<file path="config.mk">
export PLATFORM = sky130hd
export DESIGN_NAME = lcd_spi_sink
export DESIGN_NICKNAME = d
export VERILOG_FILES = /design/src/rtl/lcd_spi_sink.sv
export SDC_FILE = /design/constraint.sdc
export NUM_CORES = 1
export LEC_CHECK = 0
export BUFFER_PORTS_ARGS = -buffer_cell sky130_fd_sc_hd__buf_2
export CORE_AREA = 4 4 119 132
export CTS_CLUSTER_DIAMETER = 80
export DETAILED_ROUTE_END_ITERATION = 10
export DIE_AREA = 0 0 123 136
export PLACE_DENSITY_LB_ADDON = 0.08
export SLEW_MARGIN = 20
export SYNTH_ARGS = -nofsm -noshare
export SYNTH_HDL_FRONTEND = slang
export SYNTH_SLANG_ARGS = --single-unit
</file>
<file path="constraint.sdc">
create_clock -name clk -period 3.6 [get_ports clk]
set_input_delay 0.54 -clock clk [delete_from_list [all_inputs] [get_ports clk]]
set_output_delay 0.54 -clock clk [all_outputs]
set_load 0.02 [all_outputs]
</file>
<file path="src/rtl/lcd_spi_sink.sv">
// Receive end of the 4-wire write-only SPI LCD link: oversampled deserialiser,
// ST7789 command-subset decoder and addressed RGB565 pixel-write generator.
module lcd_spi_sink #(
    parameter int SYNC_STAGES = 2,
    parameter int COORD_W     = 9
) (
    input  logic               clk,
    input  logic               reset,
    input  logic               lcd_resetn,
    input  logic               lcd_clk,
    input  logic               lcd_cs,
    input  logic               lcd_rs,
    input  logic               lcd_data,
    output logic               byte_valid,
    output logic [7:0]         byte_data,
    output logic               byte_is_data,
    output logic               pix_valid,
    output logic [COORD_W-1:0] pix_x,
    output logic [COORD_W-1:0] pix_y,
    output logic [15:0]        pix_data,
    output logic               sleep_out,
    output logic               disp_on,
    output logic [7:0]         madctl,
    output logic [7:0]         colmod,
    output logic               framing_err
);

    typedef enum logic [2:0] {S_IDLE, S_CASET, S_RASET, S_RAMWR, S_REG1} state_t;

    // Synchroniser reset value is the idle link: {resetn, cs, scl, rs, sda}
    localparam logic [4:0] SYNC_IDLE = 5'b11000;

    logic [SYNC_STAGES-1:0][4:0] sync_q;
    logic s_resetn, s_cs, s_scl, s_rs, s_sda, rst, scl_rise, cs_rise;

    always_ff @(posedge clk) begin
        if (reset) begin
            sync_q <= {SYNC_STAGES{SYNC_IDLE}};
        end else begin
            sync_q[0] <= {lcd_resetn, lcd_cs, lcd_clk, lcd_rs, lcd_data};
            for (int i = 1; i < SYNC_STAGES; i++) sync_q[i] <= sync_q[i-1];
        end
    end

    assign {s_resetn, s_cs, s_scl, s_rs, s_sda} = sync_q[SYNC_STAGES-1];
    // The synchronisers themselves only see the system reset, so the panel reset can release itself
    assign rst = reset | ~s_resetn;

    logic       scl_prev_q, cs_prev_q, done_q, dc_q, framing_err_q;
    logic [2:0] bit_cnt_q;
    logic [7:0] shreg_q;

    assign scl_rise = s_scl & ~scl_prev_q;
    assign cs_rise  = s_cs & ~cs_prev_q;

    always_ff @(posedge clk) begin
        if (rst) begin
            scl_prev_q    <= 1'b1;
            cs_prev_q     <= 1'b1;
            bit_cnt_q     <= '0;
            shreg_q       <= '0;
            done_q        <= 1'b0;
            dc_q          <= 1'b0;
            framing_err_q <= 1'b0;
        end else begin
            scl_prev_q    <= s_scl;
            cs_prev_q     <= s_cs;
            done_q        <= 1'b0;
            framing_err_q <= 1'b0;
            if (!s_cs && scl_rise) begin
                shreg_q   <= {shreg_q[6:0], s_sda};
                bit_cnt_q <= bit_cnt_q + 3'd1;
                if (bit_cnt_q == 3'd7) begin
                    done_q <= 1'b1;
                    dc_q   <= s_rs;
                end
            end else if (cs_rise && bit_cnt_q != 3'd0) begin
                bit_cnt_q     <= '0;
                framing_err_q <= 1'b1;
            end
        end
    end

    state_t             state_q, state_d;
    logic [2:0]         pidx_q, pidx_d;
    logic               reg_sel_q, reg_sel_d, phase_q, phase_d;
    logic [7:0]         hi_q, hi_d;
    logic [COORD_W-1:0] start_q, start_d, x_q, x_d, y_q, y_d;
    logic [COORD_W-1:0] xs_q, xs_d, xe_q, xe_d, ys_q, ys_d, ye_q, ye_d;
    logic               sleep_q, sleep_d, disp_q, disp_d;
    logic [7:0]         madctl_q, madctl_d, colmod_q, colmod_d;
    logic               bv_q, bv_d, bid_q, bid_d, pv_q, pv_d;
    logic [7:0]         bd_q, bd_d;
    logic [COORD_W-1:0] px_q, px_d, py_q, py_d;
    logic [15:0]        pd_q, pd_d, word;

    assign word = {hi_q, shreg_q};

    always_comb begin
        state_d   = state_q;
        pidx_d    = pidx_q;
        reg_sel_d = reg_sel_q;
        phase_d   = phase_q;
        hi_d      = hi_q;
        start_d   = start_q;
        x_d       = x_q;
        y_d       = y_q;
        xs_d      = xs_q;
        xe_d      = xe_q;
        ys_d      = ys_q;
        ye_d      = ye_q;
        sleep_d   = sleep_q;
        disp_d    = disp_q;
        madctl_d  = madctl_q;
        colmod_d  = colmod_q;
        bv_d      = 1'b0;
        bd_d      = bd_q;
        bid_d     = bid_q;
        pv_d      = 1'b0;
        px_d      = px_q;
        py_d      = py_q;
        pd_d      = pd_q;
        if (done_q) begin
            bv_d  = 1'b1;
            bd_d  = shreg_q;
            bid_d = dc_q;
            if (!dc_q) begin
                state_d = S_IDLE;
                pidx_d  = '0;
                phase_d = 1'b0;
                case (shreg_q)
                    8'h11: sleep_d = 1'b1;
                    8'h29: disp_d  = 1'b1;
                    8'h28: disp_d  = 1'b0;
                    8'h36: begin state_d = S_REG1; reg_sel_d = 1'b0; end
                    8'h3A: begin state_d = S_REG1; reg_sel_d = 1'b1; end
                    8'h2A: state_d = S_CASET;
                    8'h2B: state_d = S_RASET;
                    8'h2C: begin state_d = S_RAMWR; x_d = xs_q; y_d = ys_q; end
                    default: ;
                endcase
            end else begin
                case (state_q)
                    S_REG1: begin
                        if (reg_sel_q) colmod_d = shreg_q;
                        else           madctl_d = shreg_q;
                        state_d = S_IDLE;
                    end
                    S_CASET, S_RASET: begin
                        case (pidx_q)
                            3'd0, 3'd2: begin hi_d = shreg_q; pidx_d = pidx_q + 3'd1; end
                            3'd1: begin start_d = word[COORD_W-1:0]; pidx_d = 3'd2; end
                            3'd3: begin
                                // Start and end land together so a window is never half-updated
                                if (state_q == S_CASET) begin
                                    xs_d = start_q; xe_d = word[COORD_W-1:0];
                                end else begin
                                    ys_d = start_q; ye_d = word[COORD_W-1:0];
                                end
                                pidx_d = 3'd4;
                            end
                            default: ;
                        endcase
                    end
                    S_RAMWR: begin
                        if (!phase_q) begin
                            hi_d    = shreg_q;
                            phase_d = 1'b1;
                        end else begin
                            pv_d    = 1'b1;
                            px_d    = x_q;
                            py_d    = y_q;
                            pd_d    = word;
                            phase_d = 1'b0;
                            if (x_q >= xe_q) begin
                                x_d = xs_q;
                                y_d = (y_q >= ye_q) ? ys_q : y_q + COORD_W'(1);
                            end else begin
                                x_d = x_q + COORD_W'(1);
                            end
                        end
                    end
                    default: ;
                endcase
            end
        end
    end

    always_ff @(posedge clk) begin
        if (rst) begin
            state_q   <= S_IDLE;
            pidx_q    <= '0;
            reg_sel_q <= 1'b0;
            phase_q   <= 1'b0;
            hi_q      <= '0;
            start_q   <= '0;
            x_q       <= '0;
            y_q       <= '0;
            xs_q      <= '0;
            xe_q      <= '0;
            ys_q      <= '0;
            ye_q      <= '0;
            sleep_q   <= 1'b0;
            disp_q    <= 1'b0;
            madctl_q  <= '0;
            colmod_q  <= '0;
            bv_q      <= 1'b0;
            bd_q      <= '0;
            bid_q     <= 1'b0;
            pv_q      <= 1'b0;
            px_q      <= '0;
            py_q      <= '0;
            pd_q      <= '0;
        end else begin
            state_q   <= state_d;
            pidx_q    <= pidx_d;
            reg_sel_q <= reg_sel_d;
            phase_q   <= phase_d;
            hi_q      <= hi_d;
            start_q   <= start_d;
            x_q       <= x_d;
            y_q       <= y_d;
            xs_q      <= xs_d;
            xe_q      <= xe_d;
            ys_q      <= ys_d;
            ye_q      <= ye_d;
            sleep_q   <= sleep_d;
            disp_q    <= disp_d;
            madctl_q  <= madctl_d;
            colmod_q  <= colmod_d;
            bv_q      <= bv_d;
            bd_q      <= bd_d;
            bid_q     <= bid_d;
            pv_q      <= pv_d;
            px_q      <= px_d;
            py_q      <= py_d;
            pd_q      <= pd_d;
        end
    end

    assign byte_valid   = bv_q;
    assign byte_data    = bd_q;
    assign byte_is_data = bid_q;
    assign pix_valid    = pv_q;
    assign pix_x        = px_q;
    assign pix_y        = py_q;
    assign pix_data     = pd_q;
    assign sleep_out    = sleep_q;
    assign disp_on      = disp_q;
    assign madctl       = madctl_q;
    assign colmod       = colmod_q;
    assign framing_err  = framing_err_q;

endmodule

</file>
# After elaboration in Yosys (flattened, before gate mapping)

Cells that the tools add are included.

Flip-flop bits (word level): 168
Input bits: 7
Output and inout port bits: 64
Logic and storage cells: 137

Add/sub/neg operators: 4
$lt $le $gt $ge: 2
Equal/unequal tests: 24
Muxes and demuxes: 31
Bitwise operators: 12
Reductions and logical operators: 32

Operator list:

| cell                  | count |
|---|---|
| $mux W9               | 11 |
| $eq A8 B6 Y1 const B  | 7 |
| $reduce_and A4 Y1     | 5 |
| $reduce_and A5 Y1     | 4 |
| $add A9 B1 Y9 const B | 2 |
| $ge A9 B9 Y1          | 2 |
| $mux W3               | 6 |
| $mux W8               | 2 |
| $pmux W8 S2           | 1 |
| $eq A3 B2 Y1 const B  | 4 |
| $ne A2 B1 Y1 const B  | 6 |
| $pmux W3 S4           | 1 |
| $reduce_and A3 Y1     | 4 |
| $reduce_bool A2 Y1    | 5 |
| $reduce_or A2 Y1      | 5 |
| $not A1 Y1            | 9 |
| $pmux W3 S3           | 1 |
| $eq A8 B5 Y1 const B  | 1 |
| $mux W1               | 7 |
| $add A3 B1 Y3 const B | 2 |
| $eq A3 B1 Y1 const B  | 2 |
| $eq A3 B3 Y1 const B  | 2 |
| $reduce_and A2 Y1     | 3 |
| $ne A4 B1 Y1 const B  | 1 |
| other kinds (9)       | 12 |

# Longest topological paths before layout

Depth after elaboration: 6
Depth in mapped cells: 9
Gate-level depth less buffers: 8

# Least setup slack after synthesis

No wires, ideal clock.

Kind: reg2reg
Start: reg y_q[7]
End: reg y_q[7]
Library setup time: 0.117 ns
Data arrival time: 2.024 ns
Required time: 3.483 ns
Slack: 1.459 ns
Cell stages (with the launch flop): 7
Path buffers: 0
Clock period less this slack: 2.141 ns
Cell sequence: dfxtp_1 -> ha_1 -> and4_1 -> a211o_1 -> a211oi_4 -> mux2_2 -> a32o_1

Cells in the longest elaborated chain, start to end: 6
Elaborated cells on any way between the ends: 7
Classes of those cells: add/sub (1); order compare (1); mux (5)

RTL lines:

| item                                          | RTL line | RTL |
|---|---|---|
| from (decl)                                   | 88       | `logic [COORD_W-1:0] start_q, start_d, x_q, x_d, y_q, y_d;` |
| from (signal assigned)                        | 222      | `y_q <= y_d;` |
| $add A9 B1 Y9 or $ge A9 B9 Y1 (tied branches) | 177      | `y_d = (y_q >= ye_q) ? ys_q : y_q + COORD_W'(1);` |
| $mux W9 *                                     | 177      |  |
| $mux W9 *                                     | 175      | `if (x_q >= xe_q) begin` |
| $mux W9 *                                     | 166      | `if (!phase_q) begin` |
| $mux W9 *                                     | 143      | `case (state_q)` |
| $mux W9 *                                     | 127      | `if (!dc_q) begin` |

Every way passes the cells marked *; elsewhere a longest branch is shown, timed or not. The select of a mux whose other input is x is not followed.
A chain may end at the register's enable or synchronous reset.

# Final worst setup path

Start: reg y_q[7]
End: reg y_q[1]

Cells in the longest elaborated chain, start to end: 6

RTL lines:

| item         | RTL line |
|---|---|
| $ge A9 B9 Y1 | 177 |
| $mux W9      | 177 |
| $mux W9      | 175 |
| $mux W9      | 166 |
| $mux W9      | 143 |
| $mux W9      | 127 |

No other way between the ends. The select of a mux whose other input is x is not followed.

==> results.md <==
* Number of instances in the synthesized netlist at ~830
* Largest incremental delay on the critical path at between 0.6 and 0.7 ns
* Worst Path Buf+Inv at 0
* Sequential cell area at ~3400 um^2
* Final period utilization at 0.712
* Max_slew headroom at 0.480
* Adder and majority cell fraction of the synthesized area at 0.0495
* Worst setup EP type: flop
* Global-route usage over all layers at 0.205
* Max frequency at approximately 390 MHz
* Placer Congestion at 0.817
* Proportion of layout cells with a drive suffix above 1 at 0.151
* VDD IR-drop max at between 200 and 300 uV
* Final setup TNS at 0 ns
* Yosys top cell area share at 0.475
* Number of different library cells in the post-synthesis netlist at between 50 and 60
* Min cycle time layout at approximately 2.6 ns
* Arrival time at the worst endpoint at about 2.9 ns
* Cell type group with the largest total delay on the critical path: compound AO/OA/AOI/OAI gates
* Remaining number of nets flagged by the antenna check after routing at 0
* Number of hold buffers added after cts at 0
* Detailed Route Iter0 Violations at roughly 440
* Via/cell ratio at ~5.3
* Setup Fix Bufs, Post-CTS at 0
* Result of the run: complete, no violations
* Top area cells in the synthesized netlist: sky130_fd_sc_hd__dfxtp_1 (48%), sky130_fd_sc_hd__nand2_1 (9.7%), sky130_fd_sc_hd__a21oi_1 (6.9%), sky130_fd_sc_hd__mux2i_1 (6.5%), sky130_fd_sc_hd__ha_1 (5.0%)
* Fraction of synthesized cell area in xor and xnor cells at 0.00619
* Setup WS pre-CTS at ~1.0 ns
* Setup repair after global routing missed its margin: no
* Effective utilization at floorplan at 0.494
* Net count of the finished layout at between 900 and 1000
* Number of DRC violations after detailed routing at 0
* Total congestion overflow at 0
* Clk slew on worst S/H paths at 0.06 ns
* Leakage dissipation at about 0.0032 uW
* Data required time at the worst endpoint at 3.88 ns
* Setup skew after layout at between 0.006 and 0.007 ns
* Core Region at between 10000 and 15000 um^2
* Critical path origin: y_q[7]
* Number of core rows at 46
* Clock tree root driver cell: sky130_fd_sc_hd__clkbuf_16
* Placed Cells at roughly 1000
* Antenna violations before repair at 0
* Horizontal extent of the die at 123 um
* Number of buffers added by the clock tree synthesis step at 17
* Final std cell area, no fill at 8140 um^2
* Count of H-tree levels built during CTS at 4
* Area after DPL at between 7000 and 8000 um^2
* Library cell with the largest summed area after synthesis: sky130_fd_sc_hd__dfxtp_1
* Number of global-route vias before repair at between 5000 and 6000
* Main combinational cell family by area after synthesis: simple AND/OR/NAND/NOR gates
* Reg2Reg Launch Point: y_q[7]
* Setup slack after layout at between 1 and 1.5 ns
* TritonCTS clock tree: yes
* Synth Register Bits at 168
* Number of buffers inserted by port buffering at 70
* Actual transition at the worst max-transition pin at between 0.7 and 0.8 ns
* CTS Sinks at roughly 170
* Cell Pwr Density at ~460 nW/um^2
* Area of combinational cells with multiple inputs at approximately 3400 um^2
* Y dimension of the die at roughly 140 um
* Worst setup SP type: flop
* Post-CTS sizing at 0
* Path type of the worst min-delay path: in2reg
* Mux contribution to synthesized area at 0.0762
* Simple-gate share of the synthesized area at 0.219
* Area of the mapped netlist at about 7100 um^2
* Maximum capacitance violations at 0
* Die area at 16700 um^2
* Critical path class: reg2reg
* Compound-Gate Fraction of Synth Area at 0.125
* Syn avg cell area at about 8.5 um^2
* Final Hold Fails at 0
* Beginning of the worst hold path: lcd_resetn
* Wire length of the first global-routing pass at 27.1 mm
* FFs w/ async S/R, synth at 0
* Average wire per cell in the routed design at 15.3 um
* Relative area change from synthesis to final layout at 15.0%
* Maximum number of pins on one net before global-route repair at between 60 and 70
* Number of synthesized flops with an enable pin at 0
* Count of pins over their slew limit at 0
* Diode count at 0
* Final number of setup-violating endpoints at 0
* Clock Latency Late Sink at approximately 0.43 ns
* Max clock buf depth at 2
* Crit path cell chain: ha_1, and4_1, a211o_1, a211oi_4, mux2_2, mux2i_1, nor2_1
* Count of synthesis-stage warnings from yosys at 0
* Slowest cell on the critical path: sky130_fd_sc_hd__a211oi_4
* Crit-path max FO at 17
* Sequential cell area fraction in the yosys report at 0.475
* Via count of the routed design at around 5700
* I/O pins at 71
* Synthesized Nets at slightly below 900
* Post-route non-filler standard cell count at 1080
* Main synth FF type: sky130_fd_sc_hd__dfxtp_1
* Number of fillers in the final layout at around 1300
* Final Util at 0.568
* Detailed Routing Iterations Pass 1 at 4
* Half-perimeter wire length after detailed placement at 11.3 mm
* Total Wirelength at 16.6 mm
[sequential cells by signal, summed over array words and instances (netlist names), 5 cells and up]
register / flops
byte_data: 8
colmod: 8
hi_q: 8
madctl: 8
pix_data: 16
pix_x: 9
pix_y: 9
shreg_q: 8
start_q: 9
sync_q: 5
x_q: 9
xe_q: 9
xs_q: 9
y_q: 9
ye_q: 9
ys_q: 9
[per-stage QoR]
stage	total power (uW)	hold WS (ns)
floorplan	1940	0.389
global placement	1960	0.395
detailed placement	1960	0.402
CTS	3790	0.282
global route	3870	0.284
finish	3760	0.298
[area by class of cell]
class / count / area share
multi-input cells: 579 / 0.416
flip-flops and latches: 168 / 0.413
repair buffers: 82 / 0.0557
clock buffers: 21 / 0.0554
well taps: 192 / 0.0295
clock inverters: 11 / 0.0181
inverters: 27 / 0.0125
[where the power goes]
group          total [uW]  switching (uW)  internal, uW
Combinational        53.1            40.4          12.7
Clock                1840             727          1110
Sequential           1870            1.95          1870
[layout by cell type (no fill, tap or decap), types with 7 or more instances in the layout]
cell type,n
sky130_fd_sc_hd__a21oi_1,97
sky130_fd_sc_hd__mux2i_1,46
sky130_fd_sc_hd__dfxtp_1,168
sky130_fd_sc_hd__mux2_2,7
sky130_fd_sc_hd__o21ai_0,20
sky130_fd_sc_hd__inv_1,27
sky130_fd_sc_hd__nand3_1,16
sky130_fd_sc_hd__buf_4,11
sky130_fd_sc_hd__nor3_1,8
sky130_fd_sc_hd__buf_2,70
sky130_fd_sc_hd__ha_1,28
sky130_fd_sc_hd__or2_2,7
sky130_fd_sc_hd__nor2_1,69
sky130_fd_sc_hd__clkbuf_16,17
sky130_fd_sc_hd__nand2_1,183
sky130_fd_sc_hd__nor2b_1,16
[cells by family after synthesis]
logic type,count (synthesis)
fa+ha+maj,28
mux,53
xor+xnor,5
compound gates,152
simple gates,341
buf+inv,84
flops,168
[per-layer routing]
layer  global-route usage  vias up  part of all wire
met5                    0        -                 0
met3               0.0566       31             0.047
li1                     -     2860                 -
met1                0.256     2662              0.45
met4               0.0714        0             0.020
met2                0.341      120              0.48
[synth_stat cells (all sizes together), types with 6 or more instances]
cell	instances
nand2	183
dfxtp	168
a21oi	97
nor2	70
mux2i	46
clkbuf	39
ha	28
inv	27
o21ai	22
buf	18
nand3	16
nor2b	16
nor3	8
mux2	7
or2	7
a31oi	6
a32o	6
[worst reg2reg max path, cell delays in order, from the launching register on]
cell,delay [ns]
sky130_fd_sc_hd__dfxtp_1,0.35
sky130_fd_sc_hd__ha_1,0.34
sky130_fd_sc_hd__and4_1,0.21
sky130_fd_sc_hd__a211o_1,0.32
sky130_fd_sc_hd__a211oi_4,0.61
sky130_fd_sc_hd__mux2_2,0.41
sky130_fd_sc_hd__mux2i_1,0.13
sky130_fd_sc_hd__nor2_1,0.05
[final timing paths]
check | cells past startpoint | slack [ns] | endpoint
worst max-delay path | 7 | 1.04 | y_q[1]
worst min-delay path | 2 | 0.30 | sync_q[4]
worst max register to register | 7 | 1.04 | y_q[1]
worst min register to register | 1 | 0.41 | s_resetn
No activity file was read; power rests on OpenSTA's default activity.
